[config.mk]
export PLATFORM = sky130hd
export DESIGN_NAME = button_press_classifier
export DESIGN_NICKNAME = d
export VERILOG_FILES = /design/src/rtl/button_pkg.sv /design/src/rtl/terminal_timer.sv /design/src/rtl/button_press_classifier.sv
export SDC_FILE = /design/constraint.sdc
export NUM_CORES = 1
export LEC_CHECK = 0
export ABC_AREA = 0
export CAP_MARGIN = 10
export CORE_ASPECT_RATIO = 0.7
export CORE_MARGIN = 5
export CORE_UTILIZATION = 52
export DETAILED_ROUTE_END_ITERATION = 7
export PLACE_DENSITY = 0.71
export RECOVER_POWER = 100
export SLEW_MARGIN = 20
export SYNTH_ARGS = -nofsm -noshare
export SYNTH_HDL_FRONTEND = slang
export SYNTH_HIERARCHICAL = 1
export SYNTH_SLANG_ARGS = --single-unit
[constraint.sdc]
create_clock -name i_clk -period 4.1 [get_ports i_clk]
set_input_delay 0.82 -clock i_clk [delete_from_list [all_inputs] [get_ports i_clk]]
set_output_delay 0.82 -clock i_clk [all_outputs]
set_load 0.03 [all_outputs]
[src/rtl/button_pkg.sv]
// rtl/button_pkg.sv - shared types for the push-button gesture classifier
package button_pkg;

    typedef enum logic [2:0] {
        IDLE,
        PRESS1,
        GAP,
        PRESS2,
        HOLD
    } state_t;

    // One strobe per gesture kind; at most one bit is set in any cycle.
    typedef struct packed {
        logic ev_single;
        logic ev_double;
        logic ev_long;
        logic ev_repeat;
    } event_t;

endpackage

[src/rtl/terminal_timer.sv]
// rtl/terminal_timer.sv - up-counter with clear/enable and a runtime terminal-count compare
module terminal_timer #(
    parameter int CNT_W = 20
) (
    input  logic             i_clk,
    input  logic             i_rst_n,
    input  logic             i_clr,
    input  logic             i_en,
    input  logic [CNT_W-1:0] i_term,
    output logic             o_tc
);

    logic [CNT_W-1:0] cnt_q;

    always_ff @(posedge i_clk) begin
        if (!i_rst_n || i_clr) begin
            cnt_q <= '0;
        end else if (i_en) begin
            cnt_q <= cnt_q + CNT_W'(1);
        end
    end

    assign o_tc = (cnt_q == i_term);

endmodule

[src/rtl/button_press_classifier.sv]
// rtl/button_press_classifier.sv - classifies debounced press/release pulses into single, double, long and repeat strobes
module button_press_classifier
    import button_pkg::*;
#(
    parameter int LONG_CNT   = 1000000,
    parameter int GAP_CNT    = 250000,
    parameter int REPEAT_CNT = 100000,
    parameter int CNT_W      = 20
) (
    input  logic i_clk,
    input  logic i_rst_n,
    input  logic i_onhigh,
    input  logic i_onlow,
    output logic o_single,
    output logic o_double,
    output logic o_long,
    output logic o_repeat,
    output logic o_busy
);

    localparam logic [CNT_W-1:0] LONG_T   = CNT_W'(LONG_CNT - 1);
    localparam logic [CNT_W-1:0] GAP_T    = CNT_W'(GAP_CNT - 1);
    localparam logic [CNT_W-1:0] REPEAT_T = CNT_W'(REPEAT_CNT - 1);

    state_t           state_q, state_d;
    event_t           ev_q, ev_d;
    logic             busy_q;
    logic             press, release_ev;
    logic             tmr_clr, tmr_en, tmr_tc;
    logic [CNT_W-1:0] tmr_term;

    // Simultaneous press and release pulses cancel each other out.
    assign press      = i_onhigh & ~i_onlow;
    assign release_ev = i_onlow & ~i_onhigh;

    always_comb begin
        tmr_term = '0;
        case (state_q)
            PRESS1:  tmr_term = LONG_T;
            GAP:     tmr_term = GAP_T;
            HOLD:    tmr_term = REPEAT_T;
            default: tmr_term = '0;
        endcase
    end

    terminal_timer #(
        .CNT_W (CNT_W)
    ) u_timer (
        .i_clk   (i_clk),
        .i_rst_n (i_rst_n),
        .i_clr   (tmr_clr),
        .i_en    (tmr_en),
        .i_term  (tmr_term),
        .o_tc    (tmr_tc)
    );

    // Timer is held clear unless a timed state is counting toward its terminal value.
    always_comb begin
        state_d = state_q;
        ev_d    = '0;
        tmr_clr = 1'b1;
        tmr_en  = 1'b0;
        case (state_q)
            IDLE: begin
                if (press) state_d = PRESS1;
            end
            PRESS1: begin
                tmr_clr = 1'b0;
                tmr_en  = 1'b1;
                if (release_ev) begin
                    state_d = GAP;
                    tmr_clr = 1'b1;
                end else if (tmr_tc) begin
                    state_d      = HOLD;
                    ev_d.ev_long = 1'b1;
                    tmr_clr      = 1'b1;
                end
            end
            GAP: begin
                tmr_clr = 1'b0;
                tmr_en  = 1'b1;
                if (press) begin
                    state_d = PRESS2;
                    tmr_clr = 1'b1;
                end else if (tmr_tc) begin
                    state_d        = IDLE;
                    ev_d.ev_single = 1'b1;
                    tmr_clr        = 1'b1;
                end
            end
            PRESS2: begin
                if (release_ev) begin
                    state_d        = IDLE;
                    ev_d.ev_double = 1'b1;
                end
            end
            HOLD: begin
                tmr_clr = 1'b0;
                tmr_en  = 1'b1;
                if (release_ev) begin
                    state_d = IDLE;
                    tmr_clr = 1'b1;
                end else if (tmr_tc) begin
                    ev_d.ev_repeat = 1'b1;
                    tmr_clr        = 1'b1;
                end
            end
            default: state_d = IDLE;
        endcase
    end

    always_ff @(posedge i_clk) begin
        if (!i_rst_n) begin
            state_q <= IDLE;
            ev_q    <= '0;
            busy_q  <= 1'b0;
        end else begin
            state_q <= state_d;
            ev_q    <= ev_d;
            busy_q  <= (state_d != IDLE);
        end
    end

    assign o_single = ev_q.ev_single;
    assign o_double = ev_q.ev_double;
    assign o_long   = ev_q.ev_long;
    assign o_repeat = ev_q.ev_repeat;
    assign o_busy   = busy_q;

endmodule

* Word-level counts from Yosys, hierarchy flattened *
Cells that the tools add are included.

storage, ports and cells
  register bits after elaboration = 28
  input bits = 4
  output and inout bits = 5
  word-level logic and storage cells = 45

cells by class
  $add $sub $neg = 1
  equality and inequality tests = 5
  muxes and demuxes = 15
  bitwise operators = 6
  reductions and logical operators = 11

operators with widths
  kind                     count
  $pmux W20 S3             1
  $add A20 B1 Y20 const B  1
  $eq A20 B20 Y1           1
  $mux W3                  6
  $pmux W3 S4              1
  $eq A3 B2 Y1 const B     2
  $mux W1                  6
  $reduce_and A2 Y1        3
  $reduce_or A3 Y1         2
  $not A1 Y1               4
  $reduce_or A2 Y1         2
  $eq A3 B1 Y1 const B     1
  $eq A3 B3 Y1 const B     1
  $logic_not A3 Y1         1
  $reduce_bool A3 Y1       1
  $and A1 B1 Y1            2
  $pmux W1 S2              1
  $logic_not A1 Y1         1
  $logic_or A1 B1 Y1       1

* Depth between registers and ports, before layout *
Gate-level depths: netlist (run 1).

  depth after elaboration = 7
  depth in mapped cells = 12
  gate-level depth less buffers = 12

* Modules after synthesis *
The synthesis (run 1) kept the hierarchy.

modules (own cells, without submodules)
  module                   instances  cells an instance  area an instance (µm²)
  terminal_timer           1          134                1124.8
  button_press_classifier  1          61                 474.2

* Least setup slack after synthesis (run 1) *
Ideal clock, no wire load.

  kind = register -> register
  from = register state_q[1]
  to = register u_timer.cnt_q[0]
  setup time = 0.128 ns
  arrival = 2.986 ns
  required time = 3.972 ns
  path slack = 0.986 ns
  cell stages (with the launch flop) = 13
  buffers on the path = 3
  period minus slack after synthesis = 3.114 ns
  cells stage by stage = dfxtp_1 buf_4 xnor2_1 o21ai_0 xor2_1 nor4_1 nand3_1 nor3_1 nand3b_1 nand2b_1 clkbuf_1 buf_1 nor2_1

on the way
  word-level cells in the longest chain between the ends = 7

ends and longest elaborated chain
  element                                     line                                                                                          source
  start: declaration                          button_press_classifier.sv:25                                                                 state_t state_q, state_d;
  start signal: assignment                    button_press_classifier.sv:118                                                                state_q <= state_d;
  $eq A3 B3 Y1, or another cell as far along  button_press_classifier.sv:38                                                                 case (state_q)
  $pmux W20 S3 *                              button_press_classifier.sv:38
  net tmr_term[0]                             button_press_classifier.sv:30                                                                 logic [CNT_W-1:0] tmr_term;
  $eq A20 B20 Y1 *                            terminal_timer.sv:23                                                                          assign o_tc = (cnt_q == i_term);
  net tmr_tc                                  button_press_classifier.sv:29                                                                 logic tmr_clr, tmr_en, tmr_tc;
  $mux W1 *                                   button_press_classifier.sv:73, button_press_classifier.sv:85, button_press_classifier.sv:103
  $mux W1, on equally long branches           button_press_classifier.sv:70, button_press_classifier.sv:82
  $pmux W1 S2 *                               button_press_classifier.sv:63                                                                 case (state_q)
  net tmr_clr                                 button_press_classifier.sv:29
  $logic_or A1 B1 Y1 *                        terminal_timer.sv:16                                                                          if (!i_rst_n || i_clr) begin
  end signal: assignment                      terminal_timer.sv:19                                                                          cnt_q <= cnt_q + CNT_W'(1);
  end: declaration                            terminal_timer.sv:13                                                                          logic [CNT_W-1:0] cnt_q;

The timed path passes the listed nets; every way through them passes the cells marked *.
A chain may end at the register's enable or synchronous reset.

* Final worst setup path (run 1) *
  from = register state_q[1]
  to = register u_timer.cnt_q[5]

Same word-level chain as after synthesis.

==> run_results.csv, run 1 <==
group,metric,value,unit
yosys,syn_inst,195,
global_routing,grt_max_degree,18,
global_routing,antenna_found_initial,0,
yosys,synth_top_family_by_area,"simple AND/OR/NAND/NOR gates",
global_routing,grt.overflow.total,0,
drt,wirelength,3.39,mm
yosys,synth_edf_count,0,
yosys,ys.warnings.count,6,
yosys,synthAdderAreaFrac,0.782,%
floorplan,start_util,55.9,%
drt,remaining_drc_errors,0,
yosys,avgSynthCellArea,8.20,um^2
sta,final_max_slew_viol_count,0,
yosys,synthFlopType,"dfxtp_1",
yosys,synth_area_leaders,"dfxtp_1 (35%), xnor2_1 (9.3%), xor2_1 (8.2%), nor2_1 (4.9%), nand2b_1 (3.1%)",
drt,first_pass_iters,4,
clock_tree,cts_tree,"built",
clock_tree,insertion_delay,0.27,ns
placed_design,io_buffer_count,8,
drt,vias,1336,
yosys,synthArstFlopShare,0,%
sta,maxSlewHeadroom,43.4,%
drt,met1_length,1.73,mm
yosys,synth-xor-area-share,17.5,%
floorplan,core_area,2860,um^2
yosys,syn-cell-area,1600,um^2
drt,ant_nets,0,
global_routing,grt_pass1_wl,5.91,mm
clock_tree,post-cts-setup-buffers,0,
sta,clock.fmax,286,MHz
power,power.total,0.497,mW
yosys,synth_top_area_share,35.1,%
worst_setup_path,worstSetupEndpointType,"flop",
cells_and_area,multiInputGateArea,981,um^2
cells_and_area,register_area,561,um^2
sta,rsz0062_at_grt,"no",
worst_setup_path,critPathKind,"flop to flop",
outcome,status,"finished clean",
cells_and_area,fillers,240,
floorplan,io_pins,9,
floorplan,die_h,56.4,um
yosys,yosysMostFrequentCell,"dfxtp_1",
yosys,ys_seq_elements,28,
yosys,yosys.area_share.simple,31.4,%
sta,fin_crit_sh,85.2,%
cells_and_area,drive_gt1_share,7.35,%
worst_setup_path,critical-path-top-delay-family,"simple AND/OR/NAND/NOR gates",
sta,fin_crit,3.49,ns
worst_setup_path,critical_path.slowest_cell,"o21ai_0",
yosys,ys_seq_area_share,35.1,%
drt,viasPerCell,5.57,
worst_setup_path,critPathArrivalTime,3.66,ns
yosys,yosysUniqueCellTypes,43,
worst_setup_path,crit_buf_inv,1,
floorplan,row_count,16,
global_routing,grt_pass1_vias,1310,
clock_tree,cts_sinks,28,
placed_design,dp_hpwl,2.49,mm
worst_setup_path,cp_slowest_stage_delay,0.69,ns
sta,final_hold_viol_count,0,
power,pwr_density_cell,282,nW/um^2
yosys,synth_compound_area_share,10.1,%
power,leakagePower,0.662,nW
worst_setup_path,worstPathCellList,"xnor2_1 -> o21ai_0 -> xor2_1 -> nor4_1 -> nand3_1 -> nor3_1 -> nand3b_1 -> nand2b_1 -> buf_4 -> nor2_1",
floorplan,die_area,4300,um^2
clock_tree,hold_buffers,0,
worst_setup_path,cp.required,4.27,ns
worst_setup_path,setup.worst_path.start_class,"flop",
worst_hold_path,hold_class,"flop to flop",
clock_tree,clock-root-buffer,"clkbuf_8",
sta,tns,0,ns
clock_tree,numCtsBuffers,3,
sta,skew,0.00218,ns
floorplan,dieWidth,76.3,um
sta,setup_viol,0,
cells_and_area,area_growth,10.3,%
job,drv_cap,0,
sta,hold_ws,0.540,ns
power,vdd_ir_drop_max,0.000159,V
cells_and_area,num_antenna_cells,0,
drt,wl_per_cell,14.1,um
cells_and_area,finalNetCount,210,
drt,drt-initial-drc-count,56,
clock_tree,ctsResizeCount,0,
drt,top_layer,"met4",
yosys,synth_common_cells,"dfxtp_1 (28), nor2_1 (21), xnor2_1 (17), xor2_1 (15), nand2_1 (13)",
sta,worstMarginPinSlew,0.841,ns
drt,route.met3.wl,124,um
placed_design,place.gp.congestion,0.799,
clock_tree,cts.reportedPaths.clkPinSlew,0.09,ns
clock_tree,cts-htree-levels,1,
clock_tree,cts.path.max_buffers,2,
global_routing,grt_use_total,16.2,%
yosys,netlist.top_cell.by_area,"dfxtp_1",
drt,routed-wl-met2,1.52,mm
worst_setup_path,critPathMaxFanout,13,
yosys,synth_mux_area_share,0.626,%
## cells by family after synthesis
family                     after synthesis
AOI/OAI and AO/OA                       25
xor gates and xnor gates                32
adders and majority gates                1
buffers and inverters                   15
DFF                                     28
muxes                                    1
other                                    1
and+or+nand+nor                         92
## power by group
group | internal (mW) | switching (mW) | leakage (nW)
sequential | 0.274 | 0.00406 | 0.226
combinational | 0.0225 | 0.0298 | 0.407
clock | 0.0858 | 0.0810 | 0.0288
## routing by layer
layer | GRT usage [%] | vias to the layer above
li1 | - | 681
met1 | 21.7 | 624
met2 | 25.9 | 27
met3 | 4.15 | 4
met4 | 3.99 | 0
met5 | 0 | -
## final cells by class
| class | count | share of cell area, % |
|---|---|---|
| Clock buffer | 4 | 3.12 |
| Inverter | 7 | 1.56 |
| Multi-Input combinational cell | 155 | 55.6 |
| Sequential cell | 28 | 31.8 |
| Tap cell | 36 | 2.55 |
| Timing Repair Buffer | 10 | 5.39 |
## metrics by stage
stage / instance area (um^2) / instances / setup WS [ns] / utilization (%)
4_1_cts: 1760 / 240 / 0.612 / 61.6
2_1_floorplan: 1610 / 198 / 0.986 / -
6_report: 1760 / 240 / 0.606 / 61.6
3_3_place_gp: 1710 / 236 / 0.852 / 59.7
3_5_place_dp: 1710 / 236 / 0.687 / 59.7
5_1_grt: 1760 / 240 / 0.206 / 61.6
## worst register-to-register path, stage by stage, from the launching register on
cell and delay [ns]:
dfxtp_1 0.59, xnor2_1 0.17, o21ai_0 0.69, xor2_1 0.14, nor4_1 0.31, nand3_1 0.10
nor3_1 0.56, nand3b_1 0.21, nand2b_1 0.30, buf_4 0.26, nor2_1 0.07
## cells in the final DEF, fill, tap and decap left out, types with 2 or more instances in the layout
cell type,Yosys,layout
dlygate4sd3_1,0,6
nor3b_1,2,2
nand4_1,6,6
xor2_1,15,15
nor2_1,21,21
a31oi_1,2,2
nor4_1,6,6
conb_1,1,4
dfxtp_1,28,28
or3_1,4,4
nand3_1,8,8
nand2b_1,8,8
nor2b_1,5,5
inv_1,6,6
nor3_1,9,9
clkbuf_8,0,4
clkdlybuf4s50_1,0,2
xnor2_1,17,17
nand2_1,13,13
a21oi_1,8,8
o21ai_0,8,9
buf_4,2,2
## state kept, by name (all words and copies together), names as in the netlist
name,flops
o_repeat,1
o_long,1
state_q,3
o_double,1
o_single,1
u_timer/cnt_q,20
o_busy,1
## worst paths after layout
| kind | start | endpoint | slack [ns] | cells after the start |
|---|---|---|---|---|
| worst min-delay path | u_timer/cnt_q[19] | u_timer/cnt_q[19] | 0.54 | 2 |
| worst min register to register | u_timer/cnt_q[19] | u_timer/cnt_q[19] | 0.54 | 2 |
| worst max-delay path | state_q[1] | u_timer/cnt_q[5] | 0.61 | 10 |
| worst max register to register | state_q[1] | u_timer/cnt_q[5] | 0.61 | 10 |
(Power assumes the default switching activity.)
==> run 2, diff against run 1 <==
--- a/config.mk
+++ b/config.mk
@@ -6,6 +6,7 @@
 export NUM_CORES = 1
 export LEC_CHECK = 0
 export ABC_AREA = 0
+export ABC_CLOCK_PERIOD_IN_PS = 4100
 export CAP_MARGIN = 10
 export CORE_ASPECT_RATIO = 0.7
 export CORE_MARGIN = 5
==> results of run 2 <==
The final DEF is identical to that of run 1; final timing and power are the same.
==> run 3, diff against run 2 <==
==> constraint.sdc (replaced) <==
create_clock -name i_clk -period 4.1 [get_ports i_clk]
set_input_delay 0.41 -clock i_clk [delete_from_list [all_inputs] [get_ports i_clk]]
set_output_delay 0.41 -clock i_clk [all_outputs]
set_load 0.03 [all_outputs]
==> results of run 3 <==
The final DEF is identical to that of run 1; final timing and power are the same.
